===== config.mk =====
export PLATFORM = sky130hd
export DESIGN_NAME = ula_seq
export DESIGN_NICKNAME = d
export VERILOG_FILES = /design/src/rtl/ula_seq.sv
export SDC_FILE = /design/constraint.sdc
export NUM_CORES = 1
export LEC_CHECK = 0
export ABC_CLOCK_PERIOD_IN_PS = 7900
export CAP_MARGIN = 20
export CORE_MARGIN = 2
export CORE_UTILIZATION = 55
export DETAILED_ROUTE_END_ITERATION = 7
export PLACE_DENSITY = 0.87
export SYNTH_ARGS = -nofsm -noshare
export SYNTH_HDL_FRONTEND = slang
export SYNTH_SLANG_ARGS = --single-unit

===== constraint.sdc =====
create_clock -name clk -period 7.9 [get_ports clk]
set_input_delay 1.58 -clock clk [delete_from_list [all_inputs] [get_ports clk]]
set_output_delay 1.58 -clock clk [all_outputs]
set_load 0.05 [all_outputs]

===== src/rtl/ula_seq.sv =====
// Sequential ALU: single-cycle add/sub/shift/logic ops and a
// shift-add unsigned multiply, with valid/ready handshakes on both sides.
module ula_seq #(
    parameter int WIDTH = 8
) (
    input  logic             clk,
    input  logic             rst_n,
    input  logic [WIDTH-1:0] input_a,
    input  logic [WIDTH-1:0] input_b,
    input  logic [2:0]       sel,
    input  logic             in_valid,
    output logic             in_ready,
    output logic [WIDTH-1:0] output_s,
    output logic [3:0]       flags,
    output logic             out_valid,
    input  logic             out_ready
);

    localparam int CW = (WIDTH > 2) ? $clog2(WIDTH) : 1;

    typedef enum logic [1:0] {
        IDLE,
        CALC,
        DONE
    } state_t;

    state_t               state;
    logic [WIDTH-1:0]     op_a;
    logic [WIDTH-1:0]     op_b;
    logic [2*WIDTH-1:0]   acc;
    logic [CW-1:0]        cnt;

    logic [WIDTH:0]       sum;
    logic [WIDTH:0]       diff;
    logic                 shamt_big;
    logic [WIDTH-1:0]     alu_res;
    logic                 alu_c;
    logic                 alu_v;
    logic [2*WIDTH-1:0]   mcand;
    logic [2*WIDTH-1:0]   acc_next;
    logic                 accept;

    assign accept    = in_valid && in_ready;
    assign sum       = {1'b0, input_a} + {1'b0, input_b};
    assign diff      = {1'b0, input_a} - {1'b0, input_b};
    assign shamt_big = 32'(input_b) >= 32'(WIDTH);
    assign mcand     = {{WIDTH{1'b0}}, op_a} << cnt;
    assign acc_next  = acc + (op_b[cnt] ? mcand : '0);

    // Single-cycle datapath, evaluated on the live inputs at accept time.
    always_comb begin
        alu_res = '0;
        alu_c   = 1'b0;
        alu_v   = 1'b0;
        unique case (sel)
            3'b000: begin
                alu_res = sum[WIDTH-1:0];
                alu_c   = sum[WIDTH];
                alu_v   = (input_a[WIDTH-1] == input_b[WIDTH-1]) &&
                          (sum[WIDTH-1] != input_a[WIDTH-1]);
            end
            3'b001: begin
                alu_res = diff[WIDTH-1:0];
                alu_c   = diff[WIDTH];
                alu_v   = (input_a[WIDTH-1] != input_b[WIDTH-1]) &&
                          (diff[WIDTH-1] != input_a[WIDTH-1]);
            end
            3'b010:  alu_res = shamt_big ? '0 : (input_a >> input_b);
            3'b011:  alu_res = shamt_big ? '0 : (input_a << input_b);
            3'b100:  alu_res = input_a & input_b;
            3'b101:  alu_res = input_a | input_b;
            3'b110:  alu_res = input_a ^ input_b;
            3'b111:  alu_res = '0;
            default: alu_res = '0;
        endcase
    end

    // Control FSM with registered handshake, result and flag outputs.
    always_ff @(posedge clk or negedge rst_n) begin
        if (!rst_n) begin
            state     <= IDLE;
            in_ready  <= 1'b0;
            out_valid <= 1'b0;
            output_s  <= '0;
            flags     <= '0;
            op_a      <= '0;
            op_b      <= '0;
            acc       <= '0;
            cnt       <= '0;
        end else begin
            unique case (state)
                IDLE: begin
                    in_ready <= 1'b1;
                    if (accept) begin
                        in_ready <= 1'b0;
                        op_a     <= input_a;
                        op_b     <= input_b;
                        if (sel == 3'b111) begin
                            state <= CALC;
                            acc   <= '0;
                            cnt   <= '0;
                        end else begin
                            state     <= DONE;
                            out_valid <= 1'b1;
                            output_s  <= alu_res;
                            flags     <= {alu_c, alu_v, alu_res[WIDTH-1],
                                          alu_res == '0};
                        end
                    end
                end
                CALC: begin
                    acc <= acc_next;
                    cnt <= cnt + 1'b1;
                    if (cnt == CW'(WIDTH - 1)) begin
                        state     <= DONE;
                        out_valid <= 1'b1;
                        output_s  <= acc_next[WIDTH-1:0];
                        flags     <= {|acc_next[2*WIDTH-1:WIDTH], 1'b0,
                                      acc_next[WIDTH-1],
                                      acc_next[WIDTH-1:0] == '0};
                    end
                end
                DONE: begin
                    if (out_ready) begin
                        state     <= IDLE;
                        out_valid <= 1'b0;
                        in_ready  <= 1'b1;
                    end
                end
                default: state <= IDLE;
            endcase
        end
    end

endmodule


Yosys cells after proc, flatten, opt, wreduce, memory -nomap -nowiden
Cells that the tools add are included.
{ "op_classes": {"addsub": 4, "n_mul": 0, "n_div": 0, "order_cmp": 2, "n_eq_ne": 19, "shifts": 3, "muxes": 35, "bitwise_logic": 3, "reduce_logical": 17} }
{ "ops": {"columns": ["op", "n"], "rows": [
  ["$pmux 8 s8", 1],
  ["$mux 16", 3],
  ["$mux 8", 5],
  ["$pmux 16 s2", 1],
  ["$add 16x16->16", 1],
  ["$logic_not 8->1", 2],
  ["$pmux 8 s2", 1],
  ["$shl 8x3->16", 1],
  ["$eq 3x3->1 const B", 5],
  ["$mux 4", 3],
  ["$ne 2x2->1 const B", 5],
  ["$add 8x8->9", 1],
  ["$sub 8x8->9", 1],
  ["$and 8x8->8", 1],
  ["$ge 8x4->1 const B", 1],
  ["$mux 2", 4],
  ["$or 8x8->8", 1],
  ["$pmux 4 s2", 1],
  ["$reduce_or 8->1", 1],
  ["$shl 8x8->8", 1],
  ["$shr 8x8->8", 1],
  ["$xor 8x8->8", 1],
  ["$mux 1", 7],
  ["$eq 3x2->1 const B", 2],
  ["other kinds (22)", 32]
]} }
{ "word_totals": {"ff_bits": 51, "latchBits": 0, "ramBits": 0, "romBits": 0, "in_bits": 23, "output_inout_bits": 14, "word_cells": 92, "mem_count": 0} }

Logic depth before layout (Yosys ltp)
Gate-level depths: netlist of run 1.
{ "depth": {"depth_word": 7, "ltp_mapped": 17, "depth_no_buf": 15} }

Worst setup path before layout of run 1
Ideal clock, no wire load.
{ "synth_timing": {"path_kind": "input-to-reg", "start": "input input_b[1]", "end": "register flags[1]", "setup_ps": 119, "arrival_time_ps": 3806, "required_time_ps": 7781, "slack_ps": 3975, "stages": 12, "path_buffers": 2, "path_cell_list": "buf_2 > buf_2 > inv_1 > ha_1 > a211oi_1 > o21bai_1 > a2111oi_0 > nor2_1 > xnor2_1 > o22ai_1 > o211ai_1 > o21a_1"} }
{ "synth_via": {"elab_chain_cells": 6, "word_cells_on_any_way": 11, "cone_classes": "2 x add/sub; 1 x order compare; 2 x shift; 6 x mux"} }
{ "synth_rtl": {"columns": ["item", "line", "source"], "rows": [
  ["from (decl)", "9", "input logic [WIDTH-1:0] input_b,"],
  ["$ge 8x4->1 (tied with other cells)", "46", "assign shamt_big = 32'(input_b) >= 32'(WIDTH);"],
  ["$mux 8 (on tied branches)", "69, 68", null],
  ["$pmux 8 s8 (*)", "55", "unique case (sel)"],
  ["$mux 4 (*)", "98", "if (sel == 3'b111) begin"],
  ["$mux 4 (*)", "94", "if (accept) begin"],
  ["$pmux 4 s2 (*)", "91", "unique case (state)"],
  ["to (signal assigned)", "106", "flags <= {alu_c, alu_v, alu_res[WIDTH-1],"],
  ["to (signal assigned)", "118", "flags <= {|acc_next[2*WIDTH-1:WIDTH], 1'b0,"],
  ["to (decl)", "14", "output logic [3:0] flags,"]
]} }
Mark *: on every way between the ends. The rest lies on a longest branch, timed or not. The select of a mux whose other input is x is not followed.
A chain may end at the register's enable or synchronous reset.

Worst setup path after layout of run 1
{ "layout_timing": {"start": "input input_b[0]", "end": "register flags[3]"} }
{ "layout_via": {"elab_chain_cells": 5, "word_cells_on_any_way": 6, "cone_classes": "2 x add/sub; 4 x mux"} }
{ "layout_rtl": {"columns": ["item", "line"], "rows": [
  ["$sub 8x8->9 / $add 8x8->9 (equally long branches)", "45, 44"],
  ["$pmux 1 s2 (*)", "55"],
  ["$mux 4 (*)", "98"],
  ["$mux 4 (*)", "94"],
  ["$pmux 4 s2 (*)", "91"]
]} }
Marked as above.

==> impl_results.md, run 1 <==
* Endpoints failing setup at 0
* Remaining Overflow, GRT at 0
* H-tree depth at 2
* Cell Chain, Critical Path: clkdlybuf4s50_1 > ha_1 > fa_1 > nand3_1 > a21oi_1 > o311ai_0 > a21oi_1 > a211oi_1 > nor4bb_1 > o2111a_1 > nor2_1
* Worst Skew at 0.01909 ns
* Total GRT Usage at 0.2743
* Status: complete, no violations
* Mapped Cells at 598
* Total negative slack at 0 ns
* WL final at 13530 um
* Share of layout cells above drive strength 1 at 0.07718
* Die area at 0.009708 sq mm
* Routability cong. at approximately 1
* Cell Area, Placed at 0.005278 sq mm
* Worst r2r src: cnt[0]$_DFFE_PN0P_
* Max Cap Viol at 0
* Syn_area_per_cell at around 8.2 sq um
* Rows at 34
* Cts bufs inserted at 5
* Hold path start: output_s[5]$_DFFE_PN0P_
* Most frequent cells in the layout: nand2_1 (64), nor2_1 (62), dfrtp_1 (50), a21oi_1 (48), ha_1 (41)
* Post-synth ARST share at 1.000
* IO Count at 37
* Starting density of the core at 0.5663
* Crit path capture type: register
* Cell area after layout at 0.005395 sq mm
* DR vias at approximately 4.6k
* Vias per cell at 6.421
* Most common cell after layout, fill and taps aside: nand2_1
* Register area share after synthesis at 0.2546
* Crit. Startpoint: input_b[0]
* Period utilisation layout at 0.6055
* Hold Fails Final Rpt at 0
* Root Buffer: clkbuf_8
* Fmax at 0.2091 GHz
* Clock transition at path regs at between 0.1 and 0.15 ns
* DRT Pass-1 Iters at 5
* Core area at 0.008678 sq mm
* Slew of the pin with the lowest slew margin at 0.9596 ns
* CTS Hold Bufs at 0
* Crit start category: primary input
* Pin count of the biggest net entering global routing at between 50 and 60
* Post-CTS Resized at 0
* Synthesis-to-finish area growth at 9.776%
* Initial antenna violation count at 0
* Unrepaired setup endpoints after global routing: no
* Syn. warnings at 0
* Vias in the first global route at 4410
* Synthesized cell area at 0.004915 sq mm
* Crit-path slowest cell: clkdlybuf4s50_1
* Routed len/inst at 18.87 um
* First-pass GRT wire length at 21800 um
* Multi-input gate area in the final layout at 0.003401 sq mm
* Final ANT Viol Nets at 0
* Post-Syn Nets at 665
* CP max FO at 21
* Critical path data required time at about 8.1 ns
* Netlist cell types at between 60 and 70
* Filler cells at 746
* Number of post-CTS setup repair buffers at 0
* Clock buffer depth at 2
* Register bit total from synthesis at 50
* Drt drc at 0
* Register area at 0.001251 sq mm
* # nets final at around 680
* Post-route minimum period at 4.784 ns
* Top_reg_cell synth: dfrtp_1
* Ant. Diodes at 0
* Static Leak at 0.002353 uW
* DR iter-0 viols at 313
* CTS Sinks at 50
* Setup CP Type: primary input to register
* Slew headroom at 0.3602
* Worst EP arrival at 5.01 ns
* PortBufs at 36
* Slew Viols, Final at 0
* EDFF count, synth at 0
* Post-DP HPWL at 10260 um
* Die width at 98.53 um
* CP peak stage delay at approximately 0.85 ns
* VDD IR max at between 0.0001 and 0.00015 V
* CTS tree: done
* Worst-skew pair later-pin latency at 0.33 ns
* Die H at between 90 and 100 um
* PD cells at 330.4 mW/mm^2
* Most used cell, CP: a21oi_1
* Class of the worst hold path: register to register
-- cell usage after synthesis (4+ instances only) --
cell	count	area (sq um)
mux2_2	20	225.2
a21oi_1	48	240.2
o21a_1	5	37.54
nor2_1	62	232.7
mux4_2	6	135.1
xor2_1	7	61.31
o211ai_1	5	37.54
nor2b_1	8	50.05
a221oi_1	5	43.79
inv_1	30	112.6
nor3_1	16	80.08
mux2i_1	16	160.2
xnor2_1	11	96.34
clkbuf_1	28	105.1
nand3_1	11	55.05
and2_1	6	37.54
o21ai_0	35	175.2
buf_2	4	20.02
and3_1	7	43.79
o31ai_1	6	45.04
ha_1	41	513.0
a21o_1	4	30.03
nand2_1	64	240.2
o22ai_1	8	50.05
dfrtp_1	50	1251
a22o_1	4	35.03
a31oi_1	7	43.79
a211oi_1	15	112.6
mux4_1	4	105.1
nand2b_1	8	50.05
-- sequential cells by signal, summed over array words and instances (netlist names) --
signal,cells
in_ready,1
state,2
output_s,7
flags,4
op_b,8
op_a,8
acc,16
out_valid,1
cnt,3
-- cell families (layout without fill, tap and decap cells) --
group / count (synthesis) / count (layout) / synth area share
compound gates: 168 / 168 / 0.2197
xor+xnor: 18 / 18 / 0.03208
flops: 50 / 50 / 0.2546
buf+inv: 67 / 78 / 0.05448
mux: 46 / 46 / 0.1273
fa+ha+maj: 44 / 44 / 0.1166
simple gates: 205 / 205 / 0.1953
-- report_power, final --
group          internal [uW]  switching, uW
clock network           66.0            103
logic                    464            669
registers                368            113
-- through the flow --
| step | total power [uW] | utilization | cells | hold WS [ns] | setup WS, ns |
|---|---|---|---|---|---|
| final | 1782 | 0.6217 | 717 | 0.4838 | 3.116 |
| after global routing | 1909 | 0.6217 | 717 | 0.5192 | 2.857 |
| after CTS | 1766 | 0.6194 | 716 | 0.4890 | 3.184 |
| after detailed placement | 1597 | 0.6081 | 708 | 0.4644 | 2.838 |
| after global placement | 1551 | 0.6081 | 708 | 0.4623 | 2.907 |
| after floorplan | 1318 | - | 598 | 0.4525 | 3.975 |
-- final timing paths --
| path | to | slack [ns] | cells after the start |
|---|---|---|---|
| max in group asynchronous | acc[14]$_DFFE_PN0P_ | 6.32 | 2 |
| worst min-delay path | output_s[5]$_DFFE_PN0P_ | 0.48 | 2 |
| worst max-delay path | flags[3]$_DFFE_PN0P_ | 3.12 | 11 |
| worst max register to register | acc[15]$_DFFE_PN0P_ | 3.86 | 13 |
| min in group asynchronous | state[0]$_DFFE_PN0P_ | 1.10 | 1 |
| worst min register to register | output_s[5]$_DFFE_PN0P_ | 0.48 | 2 |
-- per-layer routing --
| metal | up-vias | wire [um] | part of all wire | GRT usage |
|---|---|---|---|---|
| met4 | 0 | 220 | 0.016 | 0.08325 |
| met5 | - | 0 | 0 | 0 |
| li1 | 2189 | - | - | - |
| met1 | 2185 | 5705 | 0.42 | 0.3671 |
| met2 | 207 | 6625 | 0.49 | 0.4626 |
| met3 | 23 | 978 | 0.072 | 0.04043 |
-- critical path, delay by kind of cell --
| kind | cells | cell delay [ns] |
|---|---|---|
| buffers and inverters | 1 | 0.85 |
| AND/OR/NAND/NOR | 3 | 0.44 |
| adder cells (fa/ha/maj) | 2 | 0.91 |
| AO/OA/AOI/OAI | 5 | 1.24 |
-- final cells by class --
type,count,share of cell area
Sequential cell,50,0.2319
Clock inverter,3,0.005334
Timing Repair Buffer,40,0.07375
Multi-Input combinational cell,481,0.6303
Clock buffer,5,0.01276
Inverter,30,0.02087
Tap cell,108,0.02505
Note: power is estimated with default switching activity, not from simulation.
==> inputs of run 2 (changes only) <==
- ABC_CLOCK_PERIOD_IN_PS: 7900 -> 5000
- clock period: 7.9 -> 5 ns (I/O delays scaled with it)
==> impl_results.md, run 2 (synthesis gave the netlist of run 1 again) <==
* Starting density of the core at 0.5663
* Final setup margin at 0.8858 ns
* Most flops, register: acc
* Static Leak at ~0.0024 uW
* Critical path data required time at roughly 5.2 ns
* Die H at between 90 and 100 um
* Drt drc at 0
* Post-route minimum period at 4.114 ns
* H-tree depth at 2
* Largest register FFs at 16
* Hold Path End: output_s[5]$_DFFE_PN0P_
* Synthesis-to-finish area growth at 11.15%
* Post-DP HPWL at 10330 um
* Worst EP arrival at ~4.3 ns
* Largest regs: acc x16, op_a x8, op_b x8
* Unrepaired setup endpoints after global routing: no
* Routed len/inst at 18.39 um
* Total negative slack at 0 ns
* Met1 Resource Use GR at 0.3799
* Setup CP Type: register to register
* Clk pwr share at 0.095
* Pin count of the biggest net entering global routing at 51
* Root Buffer: clkbuf_8
* # placed instances at slightly above 700
* Worst-skew pair later-pin latency at 0.31 ns
* Slew headroom at 0.3871
* Max Cap Viol at 0
* Int Power at 1450 uW
* CP peak stage delay at roughly 0.73 ns
* DR vias at 4633
* Initial antenna violation count at 0
* Die width at 98.53 um
* Clock transition at path regs at 0.10 ns
* CP max FO at 15
* Fmax at 0.2431 GHz
* Bufs and invs on worst path at 0
* WL final at around 13000 um
* Die area at 0.009708 sq mm
* VDD IR max at 0.0002066 V
* Total GRT Usage at 0.2767
* Cell Chain, Critical Path: mux4_2 > nand2_1 > and2_1 > nor2_1 > ha_1 > nand2_1 > o211a_1 > nor3_1 > a21oi_1 > xor2_1 > nor4bb_1 > o2111a_1 > nor2_1
* Combinational Power Share at 0.637
* Period utilisation layout at 0.8228
* Class of the worst hold path: register to register
* Crit-path slowest cell: dfrtp_1
* # nets final at 683
* Register-to-register setup slack at slightly below 0.9 ns
* Cell Area, Placed at 0.005338 sq mm
* PortBufs at 36
* Worst r2r src: cnt[0]$_DFFE_PN0P_
* Crit path capture type: register
* Filler cells at 745
* DRT Pass-1 Iters at 5
* Crit start category: register
* NetSw at around 1400 uW
* Core area at 0.008678 sq mm
* Met2 Usage GRT at 0.4537
* First-pass GRT wire length at 22000 um
* Vias in the first global route at about 4.4k
* Remaining Overflow, GRT at 0
* Critical path's top delay family: simple AND/OR/NAND/NOR gates
* Slew Viols, Final at 0
* Most common cell after layout, fill and taps aside: nand2_1
* Cts bufs inserted at 5
* Post-CTS Resized at 0
* Most frequent cells in the layout: nand2_1 (64), nor2_1 (62), dfrtp_1 (50), a21oi_1 (48), ha_1 (41)
* IO Count at 37
* Clock buffer depth at 2
* Fin cells at a little over 700
* Worst Skew at 0.01235 ns
* Share of layout cells above drive strength 1 at 0.08914
* Worst r2r path cells at 13
* Hold Fails Final Rpt at 0
* DR iter-0 viols at 316
* WHS at 0.4894 ns
* Sequential share of power at 0.268
* Ant. Diodes at 0
* CTS Sinks at 50
* Setup WS pre-CTS at 0.7920 ns
* Cell area after layout at ~0.0055 sq mm
* Hold depth at 2
* Routability cong. at 0.9523
* Vias per cell at 6.390
* Hold path start: output_s[5]$_DFFE_PN0P_
* Status: complete, no violations
* CTS tree: done
* CTS Hold Bufs at 0
* Number of post-CTS setup repair buffers at 0
* PD cells at 518.4 mW/mm^2
* Met3 Track Usage GR at 0.03475
* Rows at 34
* Slew of the pin with the lowest slew margin at 0.9194 ns
* R2r endpoint: flags[3]$_DFFE_PN0P_
* Endpoints failing setup at 0
* Final ANT Viol Nets at 0
* Switching share of power at 0.4881
* Layer with the highest usage: met2
==> run 2: cell count changes in the layout (fill, tap and decap cells not counted), sizes merged <==
cell and change:
buf +8, clkbuf +2, clkinv -1, inv -1
==> run 2: per-layer routing <==
| metal | share of wire | wire (um) |
|---|---|---|
| met2 | 0.47 | 6291 |
| met5 | 0 | 0 |
| met1 | 0.44 | 5888 |
| met3 | 0.061 | 814 |
| met4 | 0.025 | 335 |
==> run 2: how the worst max path moves through the flow <==
stage	from	endpoint	slack, ns	cells after the start
2_1_floorplan	cnt[0]$_DFFE_PN0P_	acc[15]$_DFFE_PN0P_	1.51	15
4_1_cts	cnt[0]$_DFFE_PN0P_	acc[15]$_DFFE_PN0P_	0.99	13
3_5_place_dp	input_a[3]	flags[3]$_DFFE_PN0P_	0.79	11
3_3_place_gp	input_a[3]	flags[3]$_DFFE_PN0P_	0.88	11
6_report	cnt[0]$_DFFE_PN0P_	flags[3]$_DFFE_PN0P_	0.89	13
5_1_grt	cnt[0]$_DFFE_PN0P_	acc[15]$_DFFE_PN0P_	0.63	13
==> run 2: area by class of cell <==
cell class,instances,area [sq um],share of cell area
multi-input cells,481,3401,0.6225
flip-flops and latches,50,1251,0.2290
repair buffers,48,457.9,0.08383
well taps,108,135.1,0.02474
inverters,30,112.6,0.02061
clock buffers,7,96.34,0.01764
clock inverters,1,8.758,0.001603
==> run 2: tightest hold or removal path, cell delays in order, from the launching register on <==
cell and delay [ns]:
dfrtp_1 0.37, nand2_1 0.05, nand2_1 0.05
==> run 2: power by group through the flow <==
| stage | clock network (uW) | logic [uW] | registers [uW] |
|---|---|---|---|
| finish | 270 | 1800 | 758 |
| global route | 290 | 1970 | 790 |
| CTS | 274 | 1780 | 756 |
| detailed placement | 0 | 1760 | 763 |
| global placement | 0 | 1700 | 755 |
| floorplan | 0 | 1250 | 829 |
==> run 2: metrics by stage <==
stage | utilization | total power, uW
global route | 0.6295 | 3049
finish | 0.6295 | 2832
detailed placement | 0.6151 | 2528
CTS | 0.6272 | 2806
global placement | 0.6151 | 2455
floorplan | - | 2083
